<file path="src/rtl/uart_rx_param.sv">
// Parametrised UART receiver: mid-bit sampling off a shared oversample tick, optional parity,
// 1/2 stop bits, start-glitch rejection, per-word error flags and valid/ready with overrun.
module uart_rx_param #(
  parameter int DATA_BITS  = 8,
  parameter int OVERSAMPLE = 16,
  parameter int PARITY_EN  = 0,
  parameter int PARITY_ODD = 0,
  parameter int STOP_BITS  = 1
) (
  input  logic                 P_CLK,
  input  logic                 reset,
  input  logic                 i_RX,
  input  logic                 i_TICK,
  output logic [DATA_BITS-1:0] o_RX_DATA,
  output logic                 o_RX_VALID,
  input  logic                 i_RX_READY,
  output logic                 o_PARITY_ERR,
  output logic                 o_FRAME_ERR,
  output logic                 o_OVERRUN,
  output logic                 o_BUSY
);

  localparam int TW = $clog2(OVERSAMPLE);
  localparam logic [TW-1:0] HALF_M1   = TW'(OVERSAMPLE / 2 - 1);
  localparam logic [TW-1:0] FULL_M1   = TW'(OVERSAMPLE - 1);
  localparam logic [3:0]    LAST_DATA = 4'(DATA_BITS - 1);
  localparam logic [3:0]    LAST_STOP = 4'(STOP_BITS - 1);

  typedef enum logic [2:0] {IDLE, START, DATA, PARITY, STOP} state_t;

  state_t                 state;
  logic [TW-1:0]          tick_cnt;
  logic [3:0]             bit_cnt;
  logic [DATA_BITS-1:0]   data_sh;
  logic                   perr_r;
  logic                   ferr_acc;
  logic                   armed;
  logic                   rx_p0;
  logic                   rx_s;
  logic                   frame_done;
  logic                   ferr_final;
  logic                   accept;
  logic                   bit_point;

  function automatic logic parity_err(input logic [DATA_BITS-1:0] d, input logic p);
    return ((^d) ^ p) != 1'(PARITY_ODD);
  endfunction

  // Stage p0/s: two-flop synchroniser, preset high so reset never looks like a start bit
  always_ff @(posedge P_CLK or posedge reset) begin
    if (reset) begin
      rx_p0 <= 1'b1;
      rx_s  <= 1'b1;
    end else begin
      rx_p0 <= i_RX;
      rx_s  <= rx_p0;
    end
  end

  assign bit_point  = i_TICK && (tick_cnt == FULL_M1);
  assign frame_done = (state == STOP) && bit_point && (bit_cnt == LAST_STOP);
  assign ferr_final = ferr_acc | ~rx_s;
  assign accept     = o_RX_VALID & i_RX_READY;

  // Framing FSM; armed blocks a new start until the line has been seen high after a break
  always_ff @(posedge P_CLK or posedge reset) begin
    if (reset) begin
      state    <= IDLE;
      tick_cnt <= '0;
      bit_cnt  <= '0;
      data_sh  <= '0;
      perr_r   <= 1'b0;
      ferr_acc <= 1'b0;
      armed    <= 1'b1;
      o_BUSY   <= 1'b0;
    end else begin
      case (state)
        IDLE: begin
          if (rx_s) armed <= 1'b1;
          if (!rx_s && armed) begin
            state    <= START;
            tick_cnt <= '0;
            o_BUSY   <= 1'b1;
          end
        end
        START: begin
          if (i_TICK) begin
            if (tick_cnt == HALF_M1) begin
              tick_cnt <= '0;
              if (!rx_s) begin
                state   <= DATA;
                bit_cnt <= '0;
                perr_r  <= 1'b0;
              end else begin
                state  <= IDLE;
                o_BUSY <= 1'b0;
              end
            end else begin
              tick_cnt <= tick_cnt + TW'(1);
            end
          end
        end
        DATA: begin
          if (bit_point) begin
            data_sh  <= {rx_s, data_sh[DATA_BITS-1:1]};
            tick_cnt <= '0;
            if (bit_cnt == LAST_DATA) begin
              bit_cnt  <= '0;
              ferr_acc <= 1'b0;
              state    <= (PARITY_EN != 0) ? PARITY : STOP;
            end else begin
              bit_cnt <= bit_cnt + 4'd1;
            end
          end else if (i_TICK) begin
            tick_cnt <= tick_cnt + TW'(1);
          end
        end
        PARITY: begin
          if (bit_point) begin
            perr_r   <= parity_err(data_sh, rx_s);
            tick_cnt <= '0;
            bit_cnt  <= '0;
            state    <= STOP;
          end else if (i_TICK) begin
            tick_cnt <= tick_cnt + TW'(1);
          end
        end
        STOP: begin
          if (bit_point) begin
            tick_cnt <= '0;
            if (bit_cnt == LAST_STOP) begin
              state   <= IDLE;
              o_BUSY  <= 1'b0;
              armed   <= rx_s;
              bit_cnt <= '0;
            end else begin
              ferr_acc <= ferr_final;
              bit_cnt  <= bit_cnt + 4'd1;
            end
          end else if (i_TICK) begin
            tick_cnt <= tick_cnt + TW'(1);
          end
        end
        default: begin
          state  <= IDLE;
          o_BUSY <= 1'b0;
        end
      endcase
    end
  end

  // Output holding register: a completion only loads when the slot is free or being freed
  always_ff @(posedge P_CLK or posedge reset) begin
    if (reset) begin
      o_RX_DATA    <= '0;
      o_RX_VALID   <= 1'b0;
      o_PARITY_ERR <= 1'b0;
      o_FRAME_ERR  <= 1'b0;
      o_OVERRUN    <= 1'b0;
    end else begin
      if (frame_done && (!o_RX_VALID || accept)) begin
        o_RX_DATA    <= data_sh;
        o_PARITY_ERR <= perr_r;
        o_FRAME_ERR  <= ferr_final;
        o_RX_VALID   <= 1'b1;
      end else if (accept) begin
        o_RX_VALID <= 1'b0;
      end
      if (frame_done && o_RX_VALID && !accept) o_OVERRUN <= 1'b1;
      else if (accept)                          o_OVERRUN <= 1'b0;
    end
  end

endmodule

</file>
<file path="config.mk">
export PLATFORM = sky130hd
export DESIGN_NAME = uart_rx_param
export DESIGN_NICKNAME = d
export VERILOG_FILES = /design/src/rtl/uart_rx_param.sv
export SDC_FILE = /design/constraint.sdc
export NUM_CORES = 1
export LEC_CHECK = 0
export BUFFER_PORTS_ARGS = -buffer_cell sky130_fd_sc_hd__buf_4
export CAP_MARGIN = 0
export CORE_UTILIZATION = 40
export CTS_CLUSTER_SIZE = 14
export DETAILED_ROUTE_END_ITERATION = 6
export PLACE_DENSITY = 0.6
export SYNTH_ARGS = -nofsm -noshare
export SYNTH_HDL_FRONTEND = slang
export SYNTH_SLANG_ARGS = --single-unit
</file>
<file path="constraint.sdc">
create_clock -name P_CLK -period 1.9 [get_ports P_CLK]
set_clock_uncertainty 0.2 [all_clocks]
set_input_delay 0.095 -clock P_CLK [delete_from_list [all_inputs] [get_ports P_CLK]]
set_output_delay 0.095 -clock P_CLK [all_outputs]
set_load 0.05 [all_outputs]
</file>
After elaboration in Yosys (flattened, before gate mapping)
Index checks and enable logic that the tools add are counted.
{"block": "op_classes", "n_addsub": 2, "n_eq_ne": 20, "muxes": 49, "bitwise_logic": 5, "n_reduce_logical": 31}
{"op": "two-way mux 4 bit", "count": 13}
{"op": "two-way mux 3 bit", "count": 8}
{"op": "inequality test 2 bit (second input constant)", "count": 11}
{"op": "two-way mux 1 bit", "count": 20}
{"op": "case mux 4 bit (4 select lines)", "count": 1}
{"op": "case mux 3 bit (5 select lines)", "count": 1}
{"op": "AND reduction 7 bit", "count": 2}
{"op": "case mux 4 bit (3 select lines)", "count": 1}
{"op": "AND reduction 5 bit", "count": 2}
{"op": "nonzero test 2 bit", "count": 5}
{"op": "adder 4 x 1 -> 4 bit (second input constant)", "count": 2}
{"op": "equality test 4 x 3 -> 1 bit (second input constant)", "count": 2}
{"op": "AND reduction 4 bit", "count": 2}
{"op": "AND reduction 8 bit", "count": 1}
{"op": "XOR reduction 8 bit", "count": 1}
{"op": "logical AND 1 bit", "count": 7}
{"op": "equality test 3 x 2 -> 1 bit (second input constant)", "count": 2}
{"op": "case mux 1 bit (2 select lines)", "count": 3}
{"op": "equality test 4 bit (second input constant)", "count": 1}
{"op": "zero test 4 bit", "count": 1}
{"op": "case mux 1 bit (4 select lines)", "count": 1}
{"op": "nonzero test 4 bit", "count": 1}
{"op": "equality test 3 x 1 -> 1 bit (second input constant)", "count": 1}
{"op": "equality test 3 bit (second input constant)", "count": 1}
{"op": "other kinds (14)", "count": 17}
{"block": "totals", "regBits": 37, "out_inout_bits": 13, "elab_cells": 122}

Logic depth before layout (Yosys ltp)
{"block": "logic_depth", "ltp_word": 7, "ltp_mapped": 7, "mapped_depth_nobuf": 7}

Least setup slack after synthesis
No wires, ideal clock.
{"block": "synth_timing", "kind": "register to register", "start": "reg bit_cnt[0]", "end": "reg o_FRAME_ERR", "arrival_time_ps": 1633, "path_slack_ps": -58, "path_stages_with_launch": 8, "path_buffers": 0, "cell_sequence": "dfrtp_1 > inv_1 > ha_1 > or3b_4 > nand2b_4 > nor2_8 > nand2_8 > mux2_4"}
{"block": "synth_between", "elab_chain_len": 3}
{"item": "from (decl)", "line_no": "33", "text": "logic [3:0] bit_cnt;"}
{"item": "from (signal assigned)", "line_no": "112", "text": "bit_cnt <= bit_cnt + 4'd1;"}
{"item": "from (signal assigned)", "line_no": "138", "text": "bit_cnt <= bit_cnt + 4'd1;"}
{"item": "zero test 4 bit", "line_no": "61", "text": "assign frame_done = (state == STOP) && bit_point && (bit_cnt == LAST_STOP);"}
{"item": "logical AND 1 bit", "line_no": "61"}
{"item": "logical AND 1 bit", "line_no": "161", "text": "if (frame_done && (!o_RX_VALID || accept)) begin"}
{"item": "to (signal assigned)", "line_no": "164", "text": "o_FRAME_ERR <= ferr_final;"}
{"item": "to (decl)", "line_no": "18", "text": "output logic o_FRAME_ERR,"}
No other way between the ends.
A chain may end at the register's enable or synchronous reset.

Worst setup path in the final report
Same ends and word-level chain as after synthesis.

==> out/metrics.yaml <==
sta:
  maxSlewViolCount: 0
  setup_slack_ns: -0.07997
  setup_viol: 10
  worst_pin_slew_ns: 0.3219
  tns_ns: -0.6838
  timing.fmax_mhz: 505.1
  hold_violations: 0
  rsz0062_at_grt: "true"
  period_needed_ns: 1.980
  period_share_pct: 104.2
  relSlewSlack_pct: 78.26
final_layout:
  areaGrowthSynthToFinish_pct: 29.17
  final_layout_size_suffix_gt1_share_pct: 42.08
  final_nets: 228
  diodes: 0
  final_util_pct: 54.64
clocking:
  cts.sinks: 37
  cts.clk_slew.worst_paths_ns: 0.08
  clk_path_buf_depth: 2
  htreeDepth: 2
  cts_tree: "yes"
  clk_latency_ns: 0.29
  numCtsBuffers: 5
  cts-root-buf: "clkbuf_8"
yosys:
  synth.cell_area_sq_mm: 0.002024
  synthCells: 175
  synth_cell_types: 53
  synth_fp_nets: 183
  yosys_warnings: 0
  ys.flop_type: "dfrtp_1"
  synth_top_area_share_pct: 42.03
  synth-edff-count: 0
  netlist_top_cells_area: "dfrtp_1 42%, mux2_4 13%, dfstp_2 3.9%, xnor2_1 3.0%, a21oi_1 2.5%"
  ys_ff_latch: 37
  yosysTopAreaCell: "dfrtp_1"
  ys_seq_area_share_pct: 45.92
  synth-async-reset-ratio_pct: 100.0
  syn_avg_cell_area_sq_um: 11.57
worst_setup_path:
  cp.required_ns: 1.88
  critPathKind: "flip-flop to flip-flop"
  cp_max_fo: 5
  cp-end-kind: "flip-flop"
  worstSetupStartpointType: "flip-flop"
  worstPathArrival_ns: 1.96
power_and_ir_drop:
  power.total_uw: 2403
  p_seq_share_pct: 40.6
  p_sw_share_pct: 35.18
  p_leak_uw: 0.001256
  switchingPower_uw: 845.3
  p_per_area_mw_per_mm2: 918.7
  clockPowerShare_pct: 24.2
  internal-power_uw: 1557
  combinationalPowerShare_pct: 35.2
  ir_drop_uv: 460.1
place:
  gp_congestion: 0.8636
  port-buffer-count: 17
  dpl.hpwl_microns: 3003
drt:
  maxUsedRoutingLayer: "met4"
  wl_met3_microns: 183
  ant_nets: 0
  wl_per_cell_microns: 14.79
  wl_microns: 4259
  drcViolationCount: 0
  m1WireLength_microns: 2067
  firstDrtPassIters: 4
  drt-initial-drc-count: 124
  via_per_inst: 5.149
  met2_length_microns: 1953
  vias: 1483
run_status:
  run_status: "finished, violations left"
  violations: "setup timing"
global_route:
  grt_pass1_vias: 1417
  gr-total-overflow: 0
  grt_pass1_wl_microns: 6824
  grt_antenna_before_repair: 0
  grt_max_degree: 22
  gr-usage-all-layers_pct: 17.37
floorplan:
  io_pins: 18
  die_h_microns: 73.14
  core_area_sq_mm: 0.004786
  chipWidth_microns: 73.14
  row_count: 25
  start_util_pct: 42.30
  dieArea_sq_mm: 0.005349
min_path:
  min_path_type: "input pin to flip-flop"
flow_run:
  cap_viol_max_count: 0
## state kept, by name (all words and copies together) (netlist names)
signal / flops
o_FRAME_ERR: 1
o_PARITY_ERR: 1
state: 3
rx_s: 1
armed: 1
perr_r: 1
bit_cnt: 4
rx_p0: 1
o_BUSY: 1
tick_cnt: 4
o_RX_VALID: 1
ferr_acc: 1
o_OVERRUN: 1
o_RX_DATA: 8
data_sh: 8
## Yosys cell counts, drive strengths merged (2+ instances only)
cell type,n
o22a,2
nand2b,6
a21oi,11
xnor2,7
o21ai,13
mux2,19
o22ai,2
nand4,2
dfrtp,34
or3b,2
inv,7
a31oi,3
nor2,7
nand2,14
dfstp,3
and3,2
nand3,4
o211a,2
buf,6
ha,3
o31ai,2
nor3,4
## cells in the final DEF (no fill, tap or decap), types with 5 or more instances in the layout
master	n
o21ai_1	5
o21ai_0	7
xnor2_1	7
nand2_1	12
inv_1	7
buf_4	38
mux2_4	18
a21oi_1	8
nor2_1	5
dfrtp_1	34
clkbuf_8	6
## area by class of cell
type | count | area (sq um)
fillers | 422 | 2171
multi-input cells | 125 | 1104
flip-flops and latches | 37 | 929.6
repair buffers | 44 | 375.4
well taps | 67 | 83.83
clock buffers | 6 | 82.58
inverters | 7 | 26.28
clock inverters | 2 | 13.76
## power by group through the flow
stage / registers (uW) / logic, uW / clock network [uW]
2_1_floorplan: 984 / 485 / 0
4_1_cts: 965 / 787 / 602
6_report: 976 / 846 / 581
3_5_place_dp: 980 / 772 / 0
5_1_grt: 991 / 922 / 637
3_3_place_gp: 975 / 754 / 0
## per-stage QoR
stage	setup WS [ns]	cells	area [sq um]	hold slack, ns
floorplan	-0.05597	175	2024	-0.1005
global placement	-0.02913	275	2406	-0.06060
detailed placement	-0.05144	275	2406	-0.04876
CTS	-0.06506	286	2539	0.03584
global route	-0.1519	288	2615	0.06791
finish	-0.07997	288	2615	0.04772
## metal layers
layer,up-vias,track usage [%]
met4,0,6.754
met1,722,25.11
li1,723,-
met2,34,24.90
met3,4,4.144
met5,-,0
## worst max-delay path: stages (launching register included)
cell	delay (ns)
dfrtp_1	0.38
inv_1	0.06
ha_1	0.12
or3b_4	0.37
nand2b_4	0.17
nor2_8	0.15
nand2_4	0.11
mux2_4	0.30
## final timing paths
kind	slack, ns	to	start	depth (start not counted)
max	-0.08	o_FRAME_ERR$_DFFE_PP0P_	bit_cnt[0]$_DFFE_PP0P_	7
min	0.05	perr_r$_DFFE_PP0P_	i_TICK	4
max reg2reg	-0.08	o_FRAME_ERR$_DFFE_PP0P_	bit_cnt[0]$_DFFE_PP0P_	7
min reg2reg	0.16	rx_s$_DFF_PP1_	rx_p0$_DFF_PP1_	0
max in group asynchronous	1.00	rx_s$_DFF_PP1_	reset	4
min in group asynchronous	0.20	data_sh[0]$_DFFE_PP0P_	reset	4
## kinds of logic (layout without fill, tap and decap cells)
family / Yosys count / after routing / share of synthesized area, %
AO/OA/AOI/OAI: 44 / 44 / 14.46
adder cells (fa/ha/maj): 3 / 3 / 1.854
multiplexers: 19 / 19 / 13.91
buffers and inverters: 14 / 59 / 3.275
XOR/XNOR: 8 / 8 / 3.461
flip-flops: 37 / 37 / 45.92
AND/OR/NAND/NOR: 50 / 51 / 17.12
## repair_timing
item                                    in CTS  in global routing
pin swaps                                    0                  5
endpoints found under the setup margin      11                 26
resized for setup                            1                 12
buffers inserted                             0                  1
hold endpoints to repair                    40                  0
hold buffers                                 3                  0
cloned                                       0                  1
Note: power is estimated with default switching activity, not from simulation.
